==> config.mk <==
export PLATFORM = sky130hd
export DESIGN_NAME = exe_div_unit_flat
export DESIGN_NICKNAME = d
export VERILOG_FILES = /design/src/rtl/exe_div_unit_if.sv /design/src/rtl/exe_div_unit.sv /design/src/flat_wrapper.sv
export SDC_FILE = /design/constraint.sdc
export NUM_CORES = 1
export LEC_CHECK = 0
export BUFFER_PORTS_ARGS = -buffer_cell sky130_fd_sc_hd__buf_4
export CAP_MARGIN = 20
export CELL_PAD_IN_SITES_DETAIL_PLACEMENT = 0
export CELL_PAD_IN_SITES_GLOBAL_PLACEMENT = 1
export CORE_AREA = 3 3 159 161
export CTS_BUF_LIST = sky130_fd_sc_hd__clkbuf_2 sky130_fd_sc_hd__clkbuf_4 sky130_fd_sc_hd__clkbuf_8
export DETAILED_ROUTE_END_ITERATION = 10
export DIE_AREA = 0 0 162 164
export PLACE_DENSITY = 0.91
export SKIP_LAST_GASP = 1
export SLEW_MARGIN = 25
export SYNTH_ARGS = -nofsm -noshare
export SYNTH_HDL_FRONTEND = slang
export SYNTH_SLANG_ARGS = --single-unit
==> constraint.sdc <==
create_clock -name clk -period 15.5 [get_ports clk]
set_input_delay 3.1 -clock clk [delete_from_list [all_inputs] [get_ports clk]]
set_output_delay 3.1 -clock clk [all_outputs]
set_load 0.05 [all_outputs]
==> src/rtl/exe_div_unit_if.sv <==
// ---------------------------------------------------------------------------
// exe_div_unit_if
// Bundles the EXE-stage divider request/response signals.
//   master : pipeline side (ID/EXE registers, hazard unit, HI/LO writeback)
//   slave  : divider side
// Signals:
//   start     - divide request (registered is_div)
//   is_sign   - 1 = signed divide
//   dividend  - rs operand
//   divisor   - rt operand
//   cancel    - flush of the EXE instruction
//   hold      - downstream stall, EXE cannot advance
//   stall_req - divider requests a pipeline stall
//   done      - result valid this cycle
//   quotient  - result for LO
//   remainder - result for HI
// ---------------------------------------------------------------------------
interface exe_div_unit_if #(
  parameter int DATA_W = 32
);
  logic              start;
  logic              is_sign;
  logic [DATA_W-1:0] dividend;
  logic [DATA_W-1:0] divisor;
  logic              cancel;
  logic              hold;
  logic              stall_req;
  logic              done;
  logic [DATA_W-1:0] quotient;
  logic [DATA_W-1:0] remainder;

  modport master (
    output start, is_sign, dividend, divisor, cancel, hold,
    input  stall_req, done, quotient, remainder
  );

  modport slave (
    input  start, is_sign, dividend, divisor, cancel, hold,
    output stall_req, done, quotient, remainder
  );
endinterface

==> src/rtl/exe_div_unit.sv <==
// ---------------------------------------------------------------------------
// exe_div_unit
// Iterative radix-2 restoring divider for the EXE stage. Accepts a request
// from the ID/EXE registers, holds the pipeline via stall_req while it
// iterates one quotient bit per cycle, then presents quotient (LO) and
// remainder (HI) with done=1 until the pipeline advances.
// Ports:
//   clk    - clock, rising edge
//   rst    - synchronous active-high reset
//   div_if - exe_div_unit_if.slave (request operands, cancel/hold in;
//            stall_req, done, quotient, remainder out)
// ---------------------------------------------------------------------------
module exe_div_unit #(
  parameter int DATA_W = 32,
  parameter int CNT_W  = 6
) (
  input  logic           clk,
  input  logic           rst,
  exe_div_unit_if.slave  div_if
);

  typedef enum logic [1:0] {
    IDLE = 2'd0,
    BUSY = 2'd1,
    DIV0 = 2'd2,
    DONE = 2'd3
  } state_t;

  state_t            r_state;
  state_t            w_state_nxt;
  logic [CNT_W-1:0]  r_cnt;

  // r_dvd starts as the dividend magnitude; its MSB feeds the partial
  // remainder each step while quotient bits enter at the LSB, so after
  // DATA_W steps it holds the unsigned quotient.
  logic [DATA_W-1:0] r_dvd;
  logic [DATA_W-1:0] r_dvs;
  logic [DATA_W-1:0] r_prem;
  logic              r_q_neg;
  logic              r_r_neg;
  logic [DATA_W-1:0] r_quotient;
  logic [DATA_W-1:0] r_remainder;

  logic              w_accept;
  logic              w_last;
  logic [DATA_W:0]   w_shift;
  logic [DATA_W:0]   w_diff;
  logic              w_qbit;
  logic [DATA_W-1:0] w_rem_nxt;
  logic [DATA_W-1:0] w_quo_nxt;
  logic              w_stall_req;
  logic              w_done;

  // Magnitude of a two's complement operand when signed, raw otherwise.
  // The most negative value maps onto itself, which is its correct
  // unsigned magnitude.
  function automatic logic [DATA_W-1:0] mag(input logic signed [DATA_W-1:0] v,
                                            input logic                      sgn);
    return (sgn && v[DATA_W-1]) ? $unsigned(-v) : $unsigned(v);
  endfunction

  function automatic logic [DATA_W-1:0] cond_neg(input logic [DATA_W-1:0] v,
                                                 input logic              neg);
    return neg ? (-v) : v;
  endfunction

  assign w_accept = div_if.start & ~div_if.cancel;
  assign w_last   = (r_cnt == CNT_W'(DATA_W - 1));

  // One restoring step. The partial remainder is always below the divisor,
  // so the shifted value fits DATA_W+1 bits and the sign of the trial
  // difference is its top bit.
  always_comb begin
    w_shift   = {r_prem, r_dvd[DATA_W-1]};
    w_diff    = w_shift - {1'b0, r_dvs};
    w_qbit    = ~w_diff[DATA_W];
    w_rem_nxt = w_qbit ? w_diff[DATA_W-1:0] : w_shift[DATA_W-1:0];
    w_quo_nxt = {r_dvd[DATA_W-2:0], w_qbit};
  end

  // State register
  always_ff @(posedge clk) begin
    if (rst) begin
      r_state <= IDLE;
    end else begin
      r_state <= w_state_nxt;
    end
  end

  // Next state and status outputs
  always_comb begin
    w_state_nxt = r_state;
    w_stall_req = 1'b0;
    w_done      = 1'b0;
    case (r_state)
      IDLE: begin
        if (w_accept) begin
          w_state_nxt = (div_if.divisor == '0) ? DIV0 : BUSY;
        end
      end
      BUSY: begin
        if (div_if.cancel) begin
          w_state_nxt = IDLE;
        end else if (w_last) begin
          w_state_nxt = DONE;
        end
      end
      DIV0: begin
        w_state_nxt = div_if.cancel ? IDLE : DONE;
      end
      DONE: begin
        // Staying here under hold keeps the still-asserted start of the
        // same instruction from being taken as a new request.
        if (div_if.cancel || !div_if.hold) begin
          w_state_nxt = IDLE;
        end
      end
      default: w_state_nxt = IDLE;
    endcase
    w_stall_req = w_accept & (r_state != DONE);
    w_done      = (r_state == DONE);
  end

  // Iteration counter
  always_ff @(posedge clk) begin
    if (rst) begin
      r_cnt <= '0;
    end else if (r_state == IDLE && w_accept) begin
      r_cnt <= '0;
    end else if (r_state == BUSY) begin
      r_cnt <= r_cnt + 1'b1;
    end
  end

  // Operand latch and iteration datapath
  always_ff @(posedge clk) begin
    if (r_state == IDLE && w_accept) begin
      // On the divide-by-zero path r_dvd keeps the raw dividend, which
      // becomes the remainder.
      r_dvd   <= (div_if.divisor == '0) ? div_if.dividend
                                         : mag(div_if.dividend, div_if.is_sign);
      r_dvs   <= mag(div_if.divisor, div_if.is_sign);
      r_q_neg <= div_if.is_sign & (div_if.dividend[DATA_W-1] ^ div_if.divisor[DATA_W-1]);
      r_r_neg <= div_if.is_sign & div_if.dividend[DATA_W-1];
      r_prem  <= '0;
    end else if (r_state == BUSY) begin
      r_dvd  <= w_quo_nxt;
      r_prem <= w_rem_nxt;
    end
  end

  // Result registers, written only on entry to DONE
  always_ff @(posedge clk) begin
    if (rst) begin
      r_quotient  <= '0;
      r_remainder <= '0;
    end else if (r_state == BUSY && !div_if.cancel && w_last) begin
      r_quotient  <= cond_neg(w_quo_nxt, r_q_neg);
      r_remainder <= cond_neg(w_rem_nxt, r_r_neg);
    end else if (r_state == DIV0 && !div_if.cancel) begin
      r_quotient  <= '1;
      r_remainder <= r_dvd;
    end
  end

  assign div_if.stall_req = w_stall_req;
  assign div_if.done      = w_done;
  assign div_if.quotient  = r_quotient;
  assign div_if.remainder = r_remainder;

endmodule

==> src/flat_wrapper.sv <==
// flat-port wrapper written by rule: the top's interface ports become plain ports
module exe_div_unit_flat 
#(
  parameter int DATA_W = 32,
  parameter int CNT_W  = 6
)
  (clk, rst, div_if_start, div_if_is_sign, div_if_dividend, div_if_divisor, div_if_cancel, div_if_hold, div_if_stall_req, div_if_done, div_if_quotient, div_if_remainder);
  exe_div_unit_if #(.DATA_W(DATA_W)) div_if_i ();
  input  logic clk;
  input  logic rst;
  input wire logic [$bits(div_if_i.start)-1:0] div_if_start;
  input wire logic [$bits(div_if_i.is_sign)-1:0] div_if_is_sign;
  input wire logic [$bits(div_if_i.dividend)-1:0] div_if_dividend;
  input wire logic [$bits(div_if_i.divisor)-1:0] div_if_divisor;
  input wire logic [$bits(div_if_i.cancel)-1:0] div_if_cancel;
  input wire logic [$bits(div_if_i.hold)-1:0] div_if_hold;
  output wire logic [$bits(div_if_i.stall_req)-1:0] div_if_stall_req;
  output wire logic [$bits(div_if_i.done)-1:0] div_if_done;
  output wire logic [$bits(div_if_i.quotient)-1:0] div_if_quotient;
  output wire logic [$bits(div_if_i.remainder)-1:0] div_if_remainder;
  assign div_if_i.start = div_if_start;
  assign div_if_i.is_sign = div_if_is_sign;
  assign div_if_i.dividend = div_if_dividend;
  assign div_if_i.divisor = div_if_divisor;
  assign div_if_i.cancel = div_if_cancel;
  assign div_if_i.hold = div_if_hold;
  assign div_if_stall_req = div_if_i.stall_req;
  assign div_if_done = div_if_i.done;
  assign div_if_quotient = div_if_i.quotient;
  assign div_if_remainder = div_if_i.remainder;
  exe_div_unit #(.DATA_W(DATA_W), .CNT_W(CNT_W)) u_core (.clk(clk), .rst(rst), .div_if(div_if_i));
endmodule
; Yosys cells after proc, flatten, opt, wreduce, memory -nomap -nowiden
; Index checks and enable logic that the tools add are counted.
; W data, S select, Z words.
[totals]
register_bits = 170
wordCells = 64
input_bits = 70
[classes]
eq_ne = 8
n_bitwise = 7
n_reduce_logical = 15
mux = 19
add_sub_neg = 6
[op_table]
columns = op, count
row1 = $mux W32, 12
row2 = $neg A32 Y32, 4
row3 = $sub A33 B32 Y33, 1
row4 = $logic_not A32 Y1, 1
row5 = $mux W2, 6
row6 = $pmux W2 S4, 1
row7 = $add A6 B1 Y6 const B, 1
row8 = $eq A6 B5 Y1 const B, 1
row9 = $logic_and A1 B1 Y1, 6
row10 = $and A1 B1 Y1, 4
row11 = $eq A2 B2 Y1 const B, 2
row12 = $ne A2 B1 Y1 const B, 2
row13 = $reduce_bool A2 Y1, 2
row14 = $ne A3 B2 Y1 const B, 1
row15 = $reduce_and A3 Y1, 1
row16 = $eq A2 B1 Y1 const B, 1
row17 = $logic_not A1 Y1, 2
row18 = $logic_not A2 Y1, 1
row19 = $ne A2 B2 Y1 const B, 1
row20 = $not A1 Y1, 2
row21 = $reduce_or A2 Y1, 1
row22 = $logic_or A1 B1 Y1, 1
row23 = $xor A1 B1 Y1, 1

; Logic depth before layout (Yosys ltp)
; Gate-level depths: netlist (run 1).
[depth]
word_depth = 5
ltp_mapped = 26

; Worst setup path after synthesis (run 1)
; No wires, ideal clock.
[synth_timing]
path_kind = input to output
from = input div_if_cancel
to = output div_if_stall_req
cell_stages = 2
required_time_ns = 12.400
setup_slack_ns = 8.502
arrival_time_ns = 3.898
cell_sequence = nand2b_1 nor2_1
[synth_via]
elab_chain_len = 3
[synth_lines]
columns = element, line_no
row1 = start: declaration, flat_wrapper.sv:15  ; input wire logic [$bits(div_if_i.cancel)-1:0] div_if_cancel;
row2 = $not A1 Y1, exe_div_unit.sv:67  ; assign w_accept = div_if.start & ~div_if.cancel;
row3 = $and A1 B1 Y1, exe_div_unit.sv:67
row4 = $and A1 B1 Y1, exe_div_unit.sv:120  ; w_stall_req = w_accept & (r_state != DONE);
row5 = end: declaration, flat_wrapper.sv:17  ; output wire logic [$bits(div_if_i.stall_req)-1:0] div_if_stall_req;
; No other way between the ends.

; Worst setup path after layout (run 1)
; Ends and elaborated chain as after synthesis.

==> results of run 1 <==
cell usage in the layout (no fill, tap or decap), drive strengths merged, types with 4 or more instances in the layout:
master	n
or2	5
o31ai	26
and2	9
a211oi	103
edfxtp	66
a21oi	83
or4	12
buf	147
clkbuf	17
o21bai	5
o41ai	11
or3	21
ha	41
nor3	63
and3	4
nand4	13
nor2b	23
nor4	9
nand3	17
and4	7
nand2	118
nand3b	5
nand2b	13
a21o	9
xnor2	66
a21boi	5
inv	68
clkinv	8
mux2i	46
o21a	11
a31oi	6
dfxtp	104
xor2	80
a2111oi	8
o21ai	95
nor2	111
o211ai	10
a41oi	6
o2111ai	5
power by group through the flow:
stage / Sequential, uW / Combinational (uW) / Clock, uW
floorplan: 828 / 1150 / 0
global placement: 803 / 1570 / 0
detailed placement: 807 / 1590 / 0
CTS: 796 / 1600 / 330
global route: 815 / 1780 / 350
finish: 801 / 1610 / 324
logic make-up after synthesis:
kind of cell,count (synthesis),synth area share [%]
muxes,48,4.063
buffers and inverters,148,4.999
xor gates and xnor gates,146,10.76
and+or+nand+nor,439,18.34
adders and majority gates,42,4.484
AOI/OAI and AO/OA,408,23.18
DFF,170,34.19
tightest hold or removal path, delay by kind of cell, from the launching register on:
family	cells	cell delay (ns)
flip-flops	1	0.35
AND/OR/NAND/NOR	1	0.09
AO/OA/AOI/OAI	1	0.05
cells in the mapped netlist, drive strengths merged (9+ instances only):
cell type  instances
nor2b             23
a211oi           103
a21o               9
o31ai             26
clkbuf            63
a21oi             83
and2               9
or4               12
xor2              80
or3               21
mux2i             46
edfxtp            66
nand2            118
inv               61
o41ai             11
nand3             17
o21a              11
buf               24
nand2b            13
dfxtp            104
o211ai            10
nor3              63
nor2             111
xnor2             66
nand4             13
o21ai             95
nor4               9
ha                41
how the worst max path moves through the flow:
stage	endpoint	slack [ns]
6_report	div_if_stall_req	8.68
4_1_cts	div_if_stall_req	8.69
2_1_floorplan	div_if_stall_req	8.50
5_1_grt	div_if_stall_req	8.63
3_5_place_dp	u_core.r_dvd[19]$_DFFE_PP_	8.57
3_3_place_gp	u_core.r_dvd[12]$_DFFE_PP_	8.67
registers in the layout, indices dropped and copies added (netlist names):
register,flops
u_core.r_cnt,6
u_core.r_dvs,32
u_core.r_state,2
u_core.r_prem,32
u_core.r_r_neg,1
u_core.div_if.quotient,32
u_core.div_if.remainder,32
u_core.r_dvd,32
u_core.r_q_neg,1
final cells by class:
cell class | instances | area share [%]
inverter | 61 | 1.720
timing repair buffer | 147 | 8.200
sequential | 170 | 30.20
clock inverter | 15 | 1.292
clock buffer | 17 | 1.739
multi-input combinational | 1083 | 53.84
tap | 324 | 3.012
per-layer routing:
layer | up-vias | share of wire [%] | GRT usage (%)
li1 | 5299 | - | -
met1 | 5026 | 45 | 33.62
met2 | 311 | 48 | 41.44
met3 | 44 | 4.4 | 3.480
met4 | 0 | 1.7 | 6.049
met5 | - | 0 | 0
per-stage QoR:
stage	total power, uW	cell area [um^2]	hold slack, ns
5_1_grt	2947	13460	0.5510
4_1_cts	2729	13460	0.5180
3_5_place_dp	2400	13050	0.5035
3_3_place_gp	2377	13050	0.4928
6_report	2733	13460	0.5233
2_1_floorplan	1979	11890	0.4671
==> metrics.txt, run 1 <==
Cell Pwr Density=a little over 200 nW/um^2; NetSw=1396 uW; Final WS setup=roughly 8.7 ns; status=complete, no violations; CTS tree=yes; largest net degree at the start of global routing=approximately 100; Mapped Cells=1401; WP buf/inv=2; sw frac=approximately 51%; maxcap violations=0; area of the multi-input gates=roughly 7200 um^2; DR WL/cell=roughly 18 um; setup violators final=0; post-CTS sizing=0; critical path data arrival time=3.72 ns; CP max-delay cell=buf_4; Int Pwr=1337 uW; number of distinct library cells after synthesis=78; Placed Instances=1785; Highest Clock Rate=between 0.1 and 0.15 GHz; Worst R2R Setup Slack=around 9.4 ns; GRT Total Usage=approximately 25%; post-synthesis register bit count=170; starting density of the core=about 49%; Worst Clk Skew=approximately 0.022 ns; Placement Setup Slack=between 8 and 9 ns; Max Slew Vio Count=0; CP peak stage delay=~0.2 ns; # nets final=1592; post-synth top area cell=dfxtp_1; First-pass DRT Iterations=5; leakage=0.005164 uW; grt ovf=0; utilization after layout=55.83%; Post-CTS Setup Bufs=0; number of antenna diodes=0; Mapped Area=approximately 12000 um^2; worst hold endpoint=u_core.r_prem[30]$_SDFFE_PP0P_; post-DP HPWL=about 24 mm; first-pass GRT wire length=52.99 mm; fin cells=approximately 1800; CTS Hold Bufs=0; RSZ-0062 raised after global routing=no; CP Class=primary input to primary output; placement row count=57; worst-margin pin slew=between 1 and 1.5 ns; Post-synth EDFFs=66; ratio of cells with drive above 1 in the final layout=~14%; CP startpoint=div_if_cancel; Reg2Reg Launch Point=u_core.r_dvd[31]$_DFFE_PP_; syn_area_per_cell=between 8 and 9 um^2; cell count along the critical path=4; # clock sinks=170; register area share after synthesis=between 30% and 40%; antenna violations before repair=0; clk root buf=clkbuf_8; period utilization=between 40% and 50%; DR vias/cell=5.878; vias in the first global route=about 9900; Post-DRT Antenna Nets=0; synth-to-layout area growth=13.21%; CORE AREA=~24000 um^2; Die Y=between 150 and 200 um; Top Ports=between 100 and 150; Critical Path Start Type=primary input; final wirelength=32.86 mm; setup_tns=0 ns; Syn Nets=approximately 1500; H-Tree Level Count=4; global placement routability congestion=~0.92; Hold Crit Class=flip-flop to flip-flop; Hold Vio Cnt, Final=0; crit-path cells=buf_4, nand2b_1, nor2_1, buf_4; worst r2r path cells=22; top cell type's share of synthesized area=between 10% and 20%; die width=~160 um; CTS Buf Count=17; crit path time final=between 6 and 7 ns; DRT iter0 DRCs=slightly above 1000; yosys warns=0; Worst VDD drop=about 0.00010 V; worst hold start=u_core.r_prem[30]$_SDFFE_PP0P_; Hold Path Depth=2; drc violations=0; R2R Path End=u_core.div_if.remainder[30]$_SDFFE_PP0P_; top cells by area, synth=dfxtp_1, edfxtp_1, a211oi_1; clk buf depth=2; FF/Latch Area=4064 um^2; Gate power share=between 50% and 60%; register share of total power=between 20% and 30%; fillers=around 2300; Worst path most repeated cell=buf_4; headroom to the max-slew limit=between 30% and 40%; full die area=roughly 27000 um^2; number of port buffers=135; Async S/R FF share, synth=0%; kind of end point of the critical path=primary output; dominant delay contributor by cell family on the critical path=buffers and inverters; CP Max Fanout=6; worst-skew pair later-pin latency=approximately 0.48 ns; Main synth FF type=dfxtp_1; via count=approximately 11000; Worst Path Required=roughly 12 ns; Clk pwr share=a little under an eighth; Worst-path clk slew=~0.10 ns
Power figures use the tool's default switching activity.
==> inputs of run 2 (changes only) <==
--- a/config.mk
+++ b/config.mk
@@ -9,11 +9,11 @@
 export CAP_MARGIN = 20
 export CELL_PAD_IN_SITES_DETAIL_PLACEMENT = 0
 export CELL_PAD_IN_SITES_GLOBAL_PLACEMENT = 1
-export CORE_AREA = 3 3 159 161
+export CORE_AREA = 3 3 173 175
 export CTS_BUF_LIST = sky130_fd_sc_hd__clkbuf_2 sky130_fd_sc_hd__clkbuf_4 sky130_fd_sc_hd__clkbuf_8
 export DETAILED_ROUTE_END_ITERATION = 10
-export DIE_AREA = 0 0 162 164
-export PLACE_DENSITY = 0.91
+export DIE_AREA = 0 0 176 178
+export PLACE_DENSITY = 0.82
 export SKIP_LAST_GASP = 1
 export SLEW_MARGIN = 25
 export SYNTH_ARGS = -nofsm -noshare
==> constraint.sdc (replaced) <==
create_clock -name clk -period 5.95 [get_ports clk]
set_input_delay 1.19 -clock clk [delete_from_list [all_inputs] [get_ports clk]]
set_output_delay 1.19 -clock clk [all_outputs]
set_load 0.05 [all_outputs]
==> run 2 against run 1 <==
  * Setup slack worse by 8.0 ns
  * Hold slack gained 0.0074 ns
  * Non-clock buffer count increased by 1
  * Sequential power rose to 2.6 times the previous value
  * Sequential share of layout area is 0.28 points lower
  * Combinational power grew to 2.7 times the previous value
  * Sequential cell count unchanged
  * Die area grew 18%
  * Clock skew is 0.0035 ns lower
  * Critical path type is now flip-flop to flip-flop
  * Highest routed layer unchanged
==> metrics.txt, run 2 (synthesized netlist as in run 1, its figures left out) <==
DR vias/cell=5.696 (-3.1%); CP peak stage delay=0.47 ns (+0.27 ns); Top Ports=136 (unchanged); Highest Clock Rate=0.1915 GHz; Post-DRT Antenna Nets=0 (unchanged); CORE AREA=28630 um^2 (+19%); setup_tns=0 ns (unchanged); placement row count=62 (+8.8%); fillers=2835 (+24%); H-Tree Level Count=4 (unchanged); First-pass DRT Iterations=5 (unchanged); CP Max Fanout=17 (+11); grt ovf=0 (unchanged); crit-path cells=inv_1, ha_1, inv_1, fa_1, a211o_1, nand3b_1, a21o_1, a211oi_2, o21a_2, nor2_8, inv_4, a21oi_1, ha_1, nand2_1, nor3_1, nand4_1, mux2_2, nor3b_2, o21ai_0, mux2i_1, a2111oi_0; CP startpoint=u_core.r_dvd[31]$_DFFE_PP_; synth-to-layout area growth=14.28%; full die area=31330 um^2 (+18%); GRT Total Usage=21.64% (-3.0 points); period utilization=a little under 90%; Max Slew Vio Count=0 (unchanged); WP buf/inv=3 (+1); global placement routability congestion=0.9225 (+0.34%); first-pass GRT wire length=54.11 mm (+2.1%); clk root buf=clkbuf_8; Hold Vio Cnt, Final=0 (unchanged); Worst VDD drop=0.0002501 V (+150%); Post-CTS Setup Bufs=0 (unchanged); Gate power share=59.1% (+0.3 points); starting density of the core=41.53% (-7.8 points); leakage=0.005185 uW (+0.40%); Cell Area, Placed=13150 um^2 (+0.80%); Die Y=178 um (+8.5%); Reg2Reg Launch Point=u_core.r_dvd[31]$_DFFE_PP_; Final WS setup=0.7292 ns (-7.955 ns); CTS Hold Bufs=0 (unchanged); Worst Clk Skew=0.01814 ns (-0.003506 ns); worst-skew pair later-pin latency=0.48 ns (about the same); clk buf depth=2 (unchanged); ratio of cells with drive above 1 in the final layout=14.06% (+0.058 points); commonest non-fill, non-tap cell in the layout=buf_4; NetSw=3775 uW (+170%); register share of total power=28.7% (-0.6 points); # clock sinks=170 (unchanged); Worst Path Required=6.31 ns (-6.09 ns); CP Class=flip-flop to flip-flop; Hold Crit Class=flip-flop to flip-flop; Int Pwr=3565 uW (+170%); headroom to the max-slew limit=33.64% (+2.7 points); sw frac=51.43% (+0.33 points); CP max-delay cell=edfxtp_1; number of port buffers=135 (unchanged); number of antenna diodes=0 (unchanged); worst-margin pin slew=0.9954 ns (-0.04053 ns); maxcap violations=0 (unchanged); CTS Buf Count=17 (unchanged); design area=13590 um^2 (+0.95%); CTS tree=yes; worst hold start=u_core.r_prem[30]$_SDFFE_PP0P_; kind of end point of the critical path=flip-flop; most frequent cells in the layout=buf_4, nand2_1, nor2_1, dfxtp_1, a211oi_1; DRT iter0 DRCs=878 (-14%); Placement Setup Slack=0.8181 ns (-7.754 ns); Critical Path Start Type=flip-flop; drc violations=0 (unchanged); critical path data arrival time=5.58 ns (+1.86 ns); crit path time final=~5.2 ns; setup violators final=0 (unchanged); Clk pwr share=12.2% (+0.3 points); post-DP HPWL=26.16 mm (+7.8%); Cell Pwr Density=540.3 nW/um^2 (+170%); dominant delay contributor by cell family on the critical path=compound AO/OA/AOI/OAI gates; antenna violations before repair=0 (unchanged); RSZ-0062 raised after global routing=no; vias in the first global route=9785 (-0.79%); status=complete, no violations; final wirelength=34.36 mm (+4.6%); DR WL/cell=18.29 um (+1.2%); # nets final=1593 (+0.063%); largest net degree at the start of global routing=101 (unchanged); die width=176 um (+8.6%); post-CTS sizing=0 (unchanged); via count=10697 (+0.16%); Worst-path clk slew=0.10 ns (about the same)
-- run 2: worst reg2reg max path, cell delays in order (launching register included) --
cell and delay, ns:
edfxtp_1 0.47, inv_1 0.09, ha_1 0.16, inv_1 0.06, fa_1 0.41, a211o_1 0.33
nand3b_1 0.17, a21o_1 0.22, a211oi_2 0.12, o21a_2 0.32, nor2_8 0.26, inv_4 0.13
a21oi_1 0.27, ha_1 0.25, nand2_1 0.08, nor3_1 0.21, nand4_1 0.12, mux2_2 0.35
nor3b_2 0.33, o21ai_0 0.22, mux2i_1 0.16, a2111oi_0 0.36
-- run 2: path summary, 6_finish.rpt --
kind	slack (ns)	to	depth (start not counted)
max	0.73	u_core.div_if.remainder[20]$_SDFFE_PP0P_	21
min	0.53	u_core.r_prem[30]$_SDFFE_PP0P_	2
max reg2reg	0.73	u_core.div_if.remainder[20]$_SDFFE_PP0P_	21
min reg2reg	0.53	u_core.r_prem[30]$_SDFFE_PP0P_	2
-- run 2: routing by layer --
| metal | global-route usage, % | vias up | routed length, um |
|---|---|---|---|
| met5 | 0 | - | 0 |
| met4 | 6.071 | 0 | 597 |
| met3 | 3.427 | 39 | 2046 |
| met2 | 34.94 | 345 | 15840 |
| met1 | 30.14 | 5017 | 15880 |
| li1 | - | 5296 | - |
-- run 2: metrics by stage --
step	utilization (%)	instances	power [uW]	hold slack, ns
after floorplan	-	1401	5155	0.4671
after global placement	45.86	1845	6367	0.4924
after detailed placement	45.95	1846	6409	0.5156
after CTS	47.46	1878	7307	0.5284
after global routing	47.46	1878	7840	0.5626
final	47.46	1878	7340	0.5307
-- run 2: power groups by stage --
stage	Clock (uW)	Combinational, uW	Sequential [uW]
2_1_floorplan	0	3000	2160
3_3_place_gp	0	4250	2120
3_5_place_dp	0	4290	2120
4_1_cts	904	4310	2100
5_1_grt	951	4740	2150
6_report	896	4340	2100
-- run 2: final cells by class --
type	instances	area, um^2	share of cell area (%)
sequential	170	4064	29.91
timing repair buffer	148	1131	8.326
tap	384	480.5	3.537
clock buffer	17	234.0	1.722
inverter	61	231.5	1.704
multi-input combinational	1083	7247	53.34
clock inverter	15	197.7	1.455
